==> src/rtl/nz_pair_fetch.sv <==
`default_nettype none
// ============================================================================
//  Module   : nz_pair_fetch
//  Purpose  : Walks one CSR row of interleaved (value, column) word pairs,
//             drives the even-step counter enable, and streams each pair out
//             over valid/ready. Optional macro NZ_ZERO_SKIP_EN drops pairs
//             whose value is zero.
//  Revision : 1.0 - initial release
// ============================================================================
module nz_pair_fetch #(
    parameter int COUNT_LEN = 10,
    parameter int DATA_W    = 16
) (
    input  logic                 clk,
    input  logic                 reset,
    input  logic                 start,
    input  logic [COUNT_LEN:0]   row_end,
    input  logic [COUNT_LEN:0]   addr_in,
    output logic                 cnt_enable,
    output logic [COUNT_LEN:0]   mem_addr,
    input  logic [DATA_W-1:0]    mem_rdata,
    output logic                 out_valid,
    input  logic                 out_ready,
    output logic [DATA_W-1:0]    out_val,
    output logic [DATA_W-1:0]    out_col,
    output logic                 out_last,
    output logic                 busy,
    output logic                 done
);

    localparam logic [2:0] c_IDLE   = 3'd0;
    localparam logic [2:0] c_CHECK  = 3'd1;
    localparam logic [2:0] c_RD_VAL = 3'd2;
    localparam logic [2:0] c_RD_COL = 3'd3;
    localparam logic [2:0] c_OUT    = 3'd4;

    localparam logic [COUNT_LEN:0]   c_ODD_BIT   = (COUNT_LEN+1)'(1);
    localparam logic [COUNT_LEN:0]   c_EVEN_MASK = ~c_ODD_BIT;
    localparam logic [COUNT_LEN+1:0] c_STEP      = (COUNT_LEN+2)'(2);

    logic [2:0]           r_state;
    logic [COUNT_LEN:0]   r_end;
    logic [COUNT_LEN:0]   r_addr_hold;
    logic [DATA_W-1:0]    r_val;
    logic [DATA_W-1:0]    r_col;
    logic                 r_last;
    logic                 r_cnt_en;
    logic                 r_valid;
    logic                 r_done;

    logic                 w_empty;
    logic                 w_last;
    logic                 w_hs;
    logic                 w_drop;
    logic [COUNT_LEN+1:0] w_next_wide;
    logic [COUNT_LEN:0]   w_addr_next;

    assign w_empty     = (addr_in >= r_end);
    // One extra bit so a row ending at the top of the address space never wraps.
    assign w_next_wide = {1'b0, addr_in} + c_STEP;
    assign w_last      = (w_next_wide >= {1'b0, r_end});
    assign w_addr_next = w_next_wide[COUNT_LEN:0];
    assign w_hs        = r_valid && out_ready;

`ifdef NZ_ZERO_SKIP_EN
    assign w_drop = (r_state == c_RD_COL) && (r_val == '0);
`else
    assign w_drop = 1'b0;
`endif

    // Read address is presented one state ahead of the capture of its data.
    always_comb begin
        mem_addr = r_addr_hold;
        case (r_state)
            c_CHECK:  if (!w_empty)          mem_addr = addr_in;
            c_RD_VAL:                        mem_addr = addr_in | c_ODD_BIT;
            c_RD_COL: if (w_drop && !w_last) mem_addr = w_addr_next;
            c_OUT:    if (w_hs && !r_last)   mem_addr = addr_in;
            default:  ;
        endcase
    end

    always_ff @(posedge clk or posedge reset) begin
        if (reset) begin
            r_addr_hold <= '0;
        end else begin
            r_addr_hold <= mem_addr;
        end
    end

    always_ff @(posedge clk or posedge reset) begin
        if (reset) begin
            r_state  <= c_IDLE;
            r_end    <= '0;
            r_val    <= '0;
            r_col    <= '0;
            r_last   <= 1'b0;
            r_cnt_en <= 1'b0;
            r_valid  <= 1'b0;
            r_done   <= 1'b0;
        end else begin
            r_done   <= 1'b0;
            r_cnt_en <= 1'b0;
            case (r_state)
                c_IDLE: begin
                    if (start) begin
                        r_end   <= row_end & c_EVEN_MASK;
                        r_state <= c_CHECK;
                    end
                end
                c_CHECK: begin
                    if (w_empty) begin
                        r_done  <= 1'b1;
                        r_state <= c_IDLE;
                    end else begin
                        r_state <= c_RD_VAL;
                    end
                end
                c_RD_VAL: begin
                    r_val    <= mem_rdata;
                    r_cnt_en <= 1'b1;
                    r_state  <= c_RD_COL;
                end
                c_RD_COL: begin
                    r_col <= mem_rdata;
                    if (w_drop) begin
                        if (w_last) begin
                            r_done  <= 1'b1;
                            r_state <= c_IDLE;
                        end else begin
                            r_state <= c_RD_VAL;
                        end
                    end else begin
                        r_last  <= w_last;
                        r_valid <= 1'b1;
                        r_state <= c_OUT;
                    end
                end
                c_OUT: begin
                    if (w_hs) begin
                        r_valid <= 1'b0;
                        r_last  <= 1'b0;
                        if (r_last) begin
                            r_done  <= 1'b1;
                            r_state <= c_IDLE;
                        end else begin
                            r_state <= c_RD_VAL;
                        end
                    end
                end
                default: r_state <= c_IDLE;
            endcase
        end
    end

    assign cnt_enable = r_cnt_en;
    assign out_valid  = r_valid;
    assign out_val    = r_val;
    assign out_col    = r_col;
    assign out_last   = r_last;
    assign busy       = (r_state != c_IDLE);
    assign done       = r_done;

endmodule
`default_nettype wire

==> config.mk <==
export PLATFORM = sky130hd
export DESIGN_NAME = nz_pair_fetch
export DESIGN_NICKNAME = d
export VERILOG_FILES = /design/src/rtl/nz_pair_fetch.sv
export SDC_FILE = /design/constraint.sdc
export NUM_CORES = 1
export LEC_CHECK = 0
export CAP_MARGIN = 20
export CORE_UTILIZATION = 26
export DETAILED_ROUTE_END_ITERATION = 10
export DONT_BUFFER_PORTS = 1
export GPL_ROUTABILITY_DRIVEN = 0
export PLACE_DENSITY_LB_ADDON = 0.2
export SLEW_MARGIN = 20
export SYNTH_ARGS = -nofsm -noshare
export SYNTH_HDL_FRONTEND = slang
export SYNTH_SLANG_ARGS = --single-unit
==> constraint.sdc <==
create_clock -name clk -period 4.6 [get_ports clk]
set_clock_uncertainty 0.1 [all_clocks]
set_input_delay 0 -clock clk [delete_from_list [all_inputs] [get_ports clk]]
set_output_delay 0 -clock clk [all_outputs]
set_load 0.05 [all_outputs]
Word level (Yosys, flattened, before mapping). Cells that the tools add are included.

Flip-flop bits (word level): 60. Input bits: 42. Output and inout bits: 48. Word-level logic and storage cells: 43.

$add $sub $neg: 1. Magnitude comparators: 2. Equality and inequality tests: 6. Mux-type cells: 16. Reduce and logical (&&, ||, !) cells: 9.

Operators with widths (count): one-hot mux 11 bit (3 select lines) (1); two-way mux 11 bit (2); one-hot mux 3 bit (5 select lines) (1); adder 11 x 2 -> 12 bit (second input constant) (1); >= comparator 12 x 11 -> 1 bit (1); >= comparator 11 bit (1); == test 3 x 2 -> 1 bit (second input constant) (2); two-way mux 3 bit (2); one-hot mux 1 bit (2 select lines) (3); AND reduction 2 bit (3); two-way mux 1 bit (5); two-way mux 2 bit (2); != test 2 bit (second input constant) (2); == test 3 x 1 -> 1 bit (second input constant) (1); == test 3 bit (second input constant) (1); logical NOT 3 bit (1); nonzero test 3 bit (1); logical AND 1 bit (2); nonzero test 2 bit (1); logical NOT 1 bit (1).

Depth between registers and ports, before layout. Gate-level depths: netlist of the first run.

Word-level depth: 4. Mapped depth: 10. Depth with buffers taken out: 10.

Worst setup path after synthesis of the first run. No wires, ideal clock.

Path kind: register -> register. From: register r_end[1]. To: register r_addr_hold[0]. Setup time: 208 ps. Arrival time: 2424 ps. Required time: 4292 ps. Setup slack: 1868 ps. Stages on the path, launching flop included: 7. Buffers on the path: 0. Period minus slack after synthesis: 2732 ps. Path through: dfrtp_1 > ha_1 > and3b_1 > o311a_1 > a2111oi_4 > mux2i_1 > o21ai_1.

Longest elaborated chain between the ends: 3.

RTL lines: start, declared (line 42) `logic [COUNT_LEN:0] r_end;`; start signal, assigned (line 107) `r_end <= row_end & c_EVEN_MASK;`; >= comparator 11 bit (line 58) `assign w_empty = (addr_in >= r_end);`; two-way mux 11 bit (line 75) `c_CHECK: if (!w_empty) mem_addr = addr_in;`; one-hot mux 11 bit (3 select lines) (line 74) `case (r_state)`; named net mem_addr[0] (line 20) `output logic [COUNT_LEN:0] mem_addr,`; end signal, assigned (line 87) `r_addr_hold <= mem_addr;`; end, declared (line 43) `logic [COUNT_LEN:0] r_addr_hold;`.

The timed path passes the listed nets, and every way through them passes these cells. A chain may end at the register's enable or synchronous reset.

Worst setup path after layout of the first run.
From: register r_end[2]. To: output port mem_addr[0].

Longest elaborated chain between the ends: 3.

RTL lines (line): >= comparator 11 bit (58); two-way mux 11 bit (75); one-hot mux 11 bit (3 select lines) (74); end, declared (20).

Every way passes these cells.

==> qor.yml, run 1 <==
outcome:
  status: "completed"
synth:
  synthCells: 241
  synth_most_common_cell: "dfrtp_1"
  synth_top_cell_by_area: "dfrtp_1"
  ys_ff_latch: 60
  yosys-top-cells-count: "dfrtp_1 (60), mux2_1 (33), ha_1 (21)"
  synth_top_cell_area_share_pct: 49.9
  synth_edf_count: 0
  ys_seq_area_share_pct: 49.9
  syn_avg_cell_area_um2: 12.5
  synthesis.area_um2: 3010
  syn_nets: 304
  async_flop_share_pct: 100
  synth.area.top_cells: "dfrtp_1 (50%), mux2_1 (12%), ha_1 (8.7%)"
  synthFlopType: "dfrtp_1"
  ys_types: 47
  yosysWarnings: 0
setup_path:
  r2r_start: "r_state[2]$_DFFE_PP0P_"
  critPathMaxStageDelay_ns: 0.83
  cp-end-kind: "output pin"
  cp.arrival_ns: 2.98
  cp_top_family: "compound AO/OA/AOI/OAI gates"
  critical_path_buf_inv_count: 1
  cp.depth: 7
  r2r_cells: 7
  critPathRequiredTime_ns: 4.50
  cp-start-kind: "flop"
  cp_slowest_cell: "o21ai_1"
  cp_cell_sequence: "inv_1 > ha_1 > and3b_1 > o311a_1 > a2111oi_4 > mux2i_1 > o21ai_1"
  critical_path_class: "reg2out"
  critPathMaxFanout: 3
  startpoint: "r_end[2]$_DFFE_PP0P_"
die:
  row_count: 38
  core_area_um2: 11000
  start_util_pct: 27.3
  fp.dieArea_um2: 12000
  ios: 90
  die-width_um: 110
  die_y_um: 110
timing:
  fmax_mhz: 325
  finalHoldViolCount: 0
  tightest_slew_ns: 1.05
  tns_ns: 0
  slew_violations: 0
  slew_headroom_pct: 29.4
  finalCriticalPeriod_ns: 3.08
  setup_viol: 0
  timing.hold.ws_ns: 0.0660
  finalCritPeriodShare_pct: 66.9
  rsz0062_at_grt: "no"
route:
  ant_nets: 0
  drtIter0Drc: 89
  drt-pass1-iter-count: 4
  vias: 2031
  wl_um: 7080
  viasPerCell: 4.53
  wl_per_cell_um: 15.8
  drcViolationCount: 0
final_layout:
  area_delta_synth_final_pct: 34.5
  nNetsFinal: 367
  antenna_cells: 0
  utilization_pct: 36.6
  fill_cells: 1097
  drive_gt1_share_pct: 12.7
clock_tree:
  ctsResizeCount: 0
  cts_setup_buffers: 0
  clkSinkCount: 60
  clk_pin_slew_ns: 0.05
  cts-htree-levels: 3
  clk_latency_ns: 0.32
  root_buffer: "clkbuf_16"
  clockBufferDepth: 2
  cts-buffers-inserted: 9
  cts_tree: "built"
place:
  dpl.hpwl_um: 4760
  port_buffers: 0
grt:
  grt_max_degree: 61
  antenna_found_initial: 0
  grt_pass1_wl_um: 11400
  track_usage_pct: 13.0
  grt_overflow: 0
  grt_pass1_vias: 2224
min_path:
  hold_path.class: "in2reg"
  hold_path_startpoint: "start"
  hold_path_depth: 4
job:
  maxCapViolCount: 0
-- through the flow --
stage / cells / area (um2) / worst slack [ns]
detailed placement: 376 / 3150 / 1.62
finish: 448 / 4040 / 1.52
global route: 448 / 4040 / 1.41
floorplan: 241 / 3010 / 1.87
global placement: 376 / 3150 / 1.65
CTS: 448 / 4040 / 1.47
-- kinds of logic (layout without fill, tap and decap cells) --
| group | count (synthesis) | after routing | synth area share (%) |
|---|---|---|---|
| AOI/OAI and AO/OA | 32 | 32 | 7.95 |
| muxes | 44 | 44 | 17.6 |
| DFF | 60 | 60 | 49.9 |
| buffers and inverters | 23 | 90 | 3.99 |
| xor gates and xnor gates | 9 | 9 | 2.62 |
| adders and majority gates | 21 | 21 | 8.74 |
| and+or+nand+nor | 52 | 52 | 9.20 |
-- worst min-delay path, stage by stage --
cell and delay, ns:
clkinv_1 0.02, nor2_1 0.03, buf_4 0.18, mux2_1 0.21
-- worst paths after layout --
check / slack, ns / endpoint
min: 0.07 / r_end[1]$_DFFE_PP0P_
min in group asynchronous: 0.26 / out_col[15]$_DFFE_PP0P_
max: 1.52 / mem_addr[0]
max reg2reg: 1.61 / r_end[6]$_DFFE_PP0P_
max in group asynchronous: 3.63 / r_addr_hold[1]$_DFF_PP0_
min reg2reg: 0.44 / r_end[1]$_DFFE_PP0P_
-- placed cells by master, fill, tap and decap left out, types with 2 or more instances in the layout --
cell type,instances
and3_1,2
dlygate4sd3_1,57
clkbuf_16,9
nand3_1,9
bufinv_16,2
mux2_4,9
inv_1,12
dfrtp_1,60
nand2_1,19
clkbuf_8,2
o21ai_0,2
nor2_1,6
or3_1,2
nor2b_1,2
nor3_1,2
xnor2_1,6
mux2_1,33
inv_2,2
xor2_1,3
buf_4,3
o21ai_1,10
ha_1,21
a21oi_1,6
o22ai_1,2
-- registers in the layout, indices dropped and copies added, names as in the netlist --
| name | count |
|---|---|
| cnt_enable | 1 |
| done | 1 |
| out_col | 16 |
| out_last | 1 |
| out_val | 16 |
| out_valid | 1 |
| r_addr_hold | 11 |
| r_end | 10 |
| r_state | 3 |
-- timing repair --
| item | in CTS | in global routing |
|---|---|---|
| endpoints found under the hold margin | 116 | 0 |
| setup endpoints to repair | 0 | 0 |
| hold buffers | 57 | 0 |
-- layout make-up --
type	instances	area, um2	area share [%]
clock buffer	11	253	6.25
tap	140	175	4.33
multi-input combinational	158	1390	34.4
inverter	15	56.3	1.39
timing repair buffer	60	593	14.7
clock inverter	4	72.6	1.80
sequential	60	1500	37.1
-- metal layers --
metal  wire (um)  up-vias  GRT usage [%]
met4          55        0           4.00
met3         573        7           5.57
met1        3050      972           14.7
li1            -      981              -
met5           0        -              0
met2        3400       71           22.0
Power of run 1 is left out: the tool's default activity adds up to more than one toggle a clock period on the data nets, which glitch-free logic cannot reach.
==> run 2: changes to the inputs <==
--- a/config.mk
+++ b/config.mk
@@ -5,6 +5,7 @@
 export SDC_FILE = /design/constraint.sdc
 export NUM_CORES = 1
 export LEC_CHECK = 0
+export ABC_AREA = 1
 export CAP_MARGIN = 20
 export CORE_UTILIZATION = 26
 export DETAILED_ROUTE_END_ITERATION = 10
==> constraint.sdc (replaced) <==
create_clock -name clk -period 3.05 [get_ports clk]
set_clock_uncertainty 0.1 [all_clocks]
set_input_delay 0 -clock clk [delete_from_list [all_inputs] [get_ports clk]]
set_output_delay 0 -clock clk [all_outputs]
set_load 0.05 [all_outputs]
==> qor.yml, run 2 <==
timing:
  rsz0062_at_grt: "no"
  slew_headroom_pct: 56.9  # +28 points
  finalCritPeriodShare_pct: 87.7
  tns_ns: 0  # unchanged
  fmax_mhz: 374
  finalCriticalPeriod_ns: 2.68
  slew_violations: 0  # unchanged
  finalHoldViolCount: 0  # unchanged
  setup_viol: 0  # unchanged
  tightest_slew_ns: 0.646  # -0.407 ns
synth:
  syn_avg_cell_area_um2: 8.46  # -32%
  synth_top_cell_area_share_pct: 49.7  # -0.21 points
  synthesis.area_um2: 3020  # +0.42%
  synthFlopType: "dfrtp_1"
  ys_seq_area_share_pct: 49.7  # -0.21 points
  async_flop_share_pct: 100  # unchanged
  ys_types: 28  # -40%
  synth.area.top_cells: "dfrtp_1 (50%), nand2_1 (13%), ha_1 (8.7%)"
  yosys-top-cells-count: "nand2_1 (101), dfrtp_1 (60), inv_1 (46)"
  synth_edf_count: 0  # unchanged
  ys_ff_latch: 60  # unchanged
  synth_most_common_cell: "nand2_1"
  synthCells: 357  # +48%
  syn_nets: 420  # +38%
  synth_top_cell_by_area: "dfrtp_1"
  yosysWarnings: 0  # unchanged
route:
  drtIter0Drc: 91  # +2.2%
  wl_um: 7670  # +8.2%
  vias: 2403  # +18%
  drcViolationCount: 0  # unchanged
  viasPerCell: 4.33  # -4.5%
  wl_per_cell_um: 13.8  # -13%
  ant_nets: 0  # unchanged
  drt-pass1-iter-count: 4  # unchanged
final_layout:
  final_common_cell: "nand2_1"
  antenna_cells: 0  # unchanged
  fill_cells: 1154  # +5.2%
  drive_gt1_share_pct: 10.4  # -2.3 points
  mostFrequentLayoutCells: "nand2_1 (100), dfrtp_1 (60), inv_1 (45), dlygate4sd3_1 (39), nor2_1 (22)"
  nNetsFinal: 473  # +29%
  area_delta_synth_final_pct: 31.2
outcome:
  status: "completed"
clock_tree:
  clk_pin_slew_ns: 0.05  # about the same
  cts-buffers-inserted: 9  # unchanged
  clk_latency_ns: 0.33  # about the same
  clkSinkCount: 60  # unchanged
  root_buffer: "clkbuf_16"
  clockBufferDepth: 2  # unchanged
  cts_tree: "built"
  cts-htree-levels: 3  # unchanged
  cts_setup_buffers: 0  # unchanged
die:
  row_count: 38  # unchanged
  start_util_pct: 27.3  # about the same
  ios: 90  # unchanged
  fp.dieArea_um2: 12000  # +0.41%
  die-width_um: 110  # +0.21%
  die_y_um: 110  # +0.21%
  core_area_um2: 11100  # +0.43%
setup_path:
  cp-end-kind: "output pin"
  cp.arrival_ns: 2.58  # -0.40 ns
  cp-start-kind: "flop"
  critPathMaxFanout: 11  # +8
  critical_path_class: "reg2out"
  critPathRequiredTime_ns: 2.95  # -1.55 ns
min_path:
  hold_path.class: "in2reg"
grt:
  antenna_found_initial: 0  # unchanged
  grt_overflow: 0  # unchanged
  grt_max_degree: 36  # -41%
  grt_pass1_vias: 2473  # +11%
  grt_pass1_wl_um: 12200  # +6.7%
  track_usage_pct: 13.8  # +0.84 points
place:
  port_buffers: 0  # unchanged
  dpl.hpwl_um: 5280  # +11%
job:
  maxCapViolCount: 0  # unchanged
-- run 2: worst paths after layout --
kind,cells after the start,slack (ns),startpoint,end
max in group asynchronous,3,1.86,reset,out_col[12]$_DFFE_PP0P_
max,11,0.37,r_end[2]$_DFFE_PP0P_,mem_addr[5]
min,4,0.006,addr_in[10],out_last$_DFFE_PP0P_
min reg2reg,2,0.41,r_addr_hold[9]$_DFF_PP0_,r_addr_hold[9]$_DFF_PP0_
min in group asynchronous,2,0.13,reset,r_addr_hold[9]$_DFF_PP0_
max reg2reg,11,0.83,r_state[2]$_DFFE_PP0P_,r_addr_hold[0]$_DFF_PP0_
-- run 2: layer usage --
layer	vias up	wire [um]	track usage (%)
li1	1237	-	-
met1	1082	3280	15.2
met2	77	3610	23.1
met3	7	660	6.05
met4	0	119	5.71
met5	-	0	0
-- run 2: through the flow --
step | std cells | worst slack, ns | hold slack (ns) | util, % | instance area (um2)
3_5_place_dp | 500 | 0.631 | -0.0861 | 29.3 | 3240
5_1_grt | 555 | 0.143 | 0.0460 | 35.8 | 3960
3_3_place_gp | 500 | 0.618 | -0.0910 | 29.3 | 3240
6_report | 555 | 0.374 | 0.00626 | 35.8 | 3960
2_1_floorplan | 357 | 1.02 | 0.0254 | - | 3020
4_1_cts | 555 | 0.270 | 0.00122 | 35.7 | 3960
-- run 2: what timing repair did --
action                                 CTS  global route
endpoints found under the hold margin   85             0
setup endpoints to repair                0             1
gates resized for setup                  0             1
hold buffers                            39             0
-- run 2: worst max-delay path, cell delays in order, from the launching register on --
cell and delay, ns:
dfrtp_1 0.37, inv_1 0.10, ha_1 0.23, or2_1 0.23, nand2_1 0.07, nor2_1 0.04
nor2_1 0.11, nand3_1 0.36, nand2_2 0.35, nand2_1 0.09, nand2_1 0.09, buf_4 0.20
-- run 2: cell type report --
class | instances | area [um2] | area share, %
clock buffer | 11 | 243 | 6.13
clock inverter | 5 | 85.1 | 2.15
inverter | 50 | 188 | 4.74
multi-input combinational | 237 | 1280 | 32.3
sequential | 60 | 1500 | 37.9
tap | 140 | 175 | 4.42
timing repair buffer | 52 | 488 | 12.3
-- run 2: kinds of logic (layout without fill, tap and decap cells) --
group,Yosys count,count (layout),share of synthesized area [%]
simple gates,154,154,21.9
flops,60,60,49.7
buf+inv,60,118,7.92
compound gates,53,53,9.08
fa+ha+maj,21,21,8.70
xor+xnor,8,8,2.32
mux,1,1,0.373
Power of run 2 is left out for the same reason.
==> run 3: changes to the inputs <==
--- a/config.mk
+++ b/config.mk
@@ -7,7 +7,7 @@
 export LEC_CHECK = 0
 export ABC_AREA = 1
 export CAP_MARGIN = 20
-export CORE_UTILIZATION = 26
+export CORE_UTILIZATION = 32
 export DETAILED_ROUTE_END_ITERATION = 10
 export DONT_BUFFER_PORTS = 1
 export GPL_ROUTABILITY_DRIVEN = 0
==> qor.yml, run 3 (synthesis gave the netlist of run 2 again) <==
outcome:
  status: "completed"
grt:
  grt_pass1_wl_um: 12400  # +1.6%
  antenna_found_initial: 0  # unchanged
  grt_max_degree: 36  # unchanged
  grt_overflow: 0  # unchanged
  grt_pass1_vias: 2508  # +1.4%
  track_usage_pct: 16.5  # +2.7 points
final_layout:
  nNetsFinal: 474  # +0.21%
  multiInputGateArea_um2: 1280  # unchanged
  fill_cells: 940  # -19%
  antenna_cells: 0  # unchanged
  area_delta_synth_final_pct: 27.4
  mostFrequentLayoutCells: "nand2_1 (100), dfrtp_1 (60), inv_1 (45), dlygate4sd3_1 (39), nor2_1 (22)"
  drive_gt1_share_pct: 10.6  # +0.22 points
  seq_area_um2: 1500  # unchanged
  final_common_cell: "nand2_1"
setup_path:
  timing.rr.end: "r_addr_hold[3]$_DFF_PP0_"
  r2r_cells: 10  # -1
  cp-end-kind: "output pin"
  critical_path_class: "reg2out"
  critPathMaxFanout: 11  # unchanged
  critPathRequiredTime_ns: 2.95  # about the same
  cp-start-kind: "flop"
  r2r_start: "r_end[2]$_DFFE_PP0P_"
  cp.arrival_ns: 2.61  # +0.03 ns
  reg2reg_slack_ns: 0.81  # -0.02 ns
route:
  drt-pass1-iter-count: 4  # unchanged
  drcViolationCount: 0  # unchanged
  viasPerCell: 4.63  # +6.8%
  ant_nets: 0  # unchanged
  wl_per_cell_um: 14.0  # +1.6%
  vias: 2438  # +1.5%
  drtIter0Drc: 103  # +13%
  wl_um: 7400  # -3.5%
timing:
  slew_headroom_pct: 56.8  # -0.079 points
  tns_ns: 0  # unchanged
  rsz0062_at_grt: "no"
  slew_violations: 0  # unchanged
  fmax_mhz: 370  # -1.1%
  finalCriticalPeriod_ns: 2.71  # +0.0293 ns
  finalHoldViolCount: 0  # unchanged
  setup_viol: 0  # unchanged
  finalCritPeriodShare_pct: 88.7  # +0.96 points
  tightest_slew_ns: 0.647  # +0.00119 ns
die:
  core_area_um2: 9200  # -17%
  fp.dieArea_um2: 9830  # -18%
  ios: 90  # unchanged
  start_util_pct: 32.8  # +5.6 points
  row_count: 35  # -7.9%
  die_y_um: 99.1  # -9.7%
  die-width_um: 99.1  # -9.7%
place:
  port_buffers: 0  # unchanged
  dpl.hpwl_um: 5090  # -3.6%
min_path:
  hold_path_depth: 5  # +1
  hold_path_startpoint: "addr_in[7]"
  holdPathEnd: "out_last$_DFFE_PP0P_"
  hold_path.class: "in2reg"
clock_tree:
  cts-htree-levels: 3  # unchanged
  root_buffer: "clkbuf_8"
  cts_tree: "built"
  clk_latency_ns: 0.34  # about the same
  clkSinkCount: 60  # unchanged
  cts-buffers-inserted: 9  # unchanged
  cts_setup_buffers: 0  # unchanged
  clk_pin_slew_ns: 0.07  # +0.02 ns
  clockBufferDepth: 2  # unchanged
job:
  maxCapViolCount: 0  # unchanged
[run 3: cell types whose count changed in the layout (fill, tap and decap cells not counted), sizes merged]
cell,delta
clkinv,+1
clkbuf,-1
bufinv,+1
clkinvlp,-1
buf,+1
[run 3: area by class of cell]
type,instances,area share [%]
repair buffers,53,12.9
inverters,50,4.88
clock inverters,6,2.93
clock buffers,10,3.32
well taps,111,3.61
flip-flops and latches,60,39.0
multi-input cells,237,33.3
[run 3: per-stage QoR]
| stage | utilization [%] | hold slack [ns] | cells | cell area [um2] | setup slack (ns) |
|---|---|---|---|---|---|
| 2_1_floorplan | - | 0.0254 | 357 | 3020 | 1.02 |
| 3_3_place_gp | 34.9 | -0.102 | 472 | 3210 | 0.647 |
| 3_5_place_dp | 34.9 | -0.0910 | 472 | 3210 | 0.605 |
| 4_1_cts | 41.8 | 0.0110 | 527 | 3840 | 0.216 |
| 5_1_grt | 41.8 | 0.135 | 527 | 3840 | 0.0601 |
| 6_report | 41.8 | 0.0237 | 527 | 3840 | 0.345 |
[run 3: worst max path at each step]
stage / start / to / slack (ns) / cells after the start
final: r_end[2]$_DFFE_PP0P_ / mem_addr[3] / 0.34 / 11
after global routing: r_end[2]$_DFFE_PP0P_ / mem_addr[9] / 0.06 / 11
after CTS: r_end[2]$_DFFE_PP0P_ / mem_addr[3] / 0.22 / 11
after detailed placement: r_end[2]$_DFFE_PP0P_ / mem_addr[3] / 0.60 / 11
after global placement: r_end[2]$_DFFE_PP0P_ / mem_addr[3] / 0.65 / 11
after floorplan: r_end[2]$_DFFE_PP0P_ / r_addr_hold[10]$_DFF_PP0_ / 1.02 / 10
[run 3: critical path: stages, from the launching register on]
cell     delay [ns]
dfrtp_1        0.36
inv_1          0.09
ha_1           0.23
or2_1          0.23
nand2_1        0.07
nor2_1         0.04
nor2_1         0.12
nand3_1        0.37
nand2_2        0.36
nand2_1        0.08
nand2_1        0.11
buf_4          0.21
[run 3: what timing repair did]
item | 4_1_cts | 5_1_grt
hold buffers | 39 | 0
endpoints found under the hold margin | 85 | 0
endpoints found under the setup margin | 0 | 10
resized for setup | 0 | 1
[run 3: layer usage]
metal / wire, um / global-route usage [%] / vias up
li1: - / - / 1234
met1: 3270 / 19.5 / 1137
met2: 3540 / 27.8 / 61
met3: 472 / 5.48 / 6
met4: 112 / 6.79 / 0
met5: 0 / 0 / -
Power of run 3 is left out for the same reason.
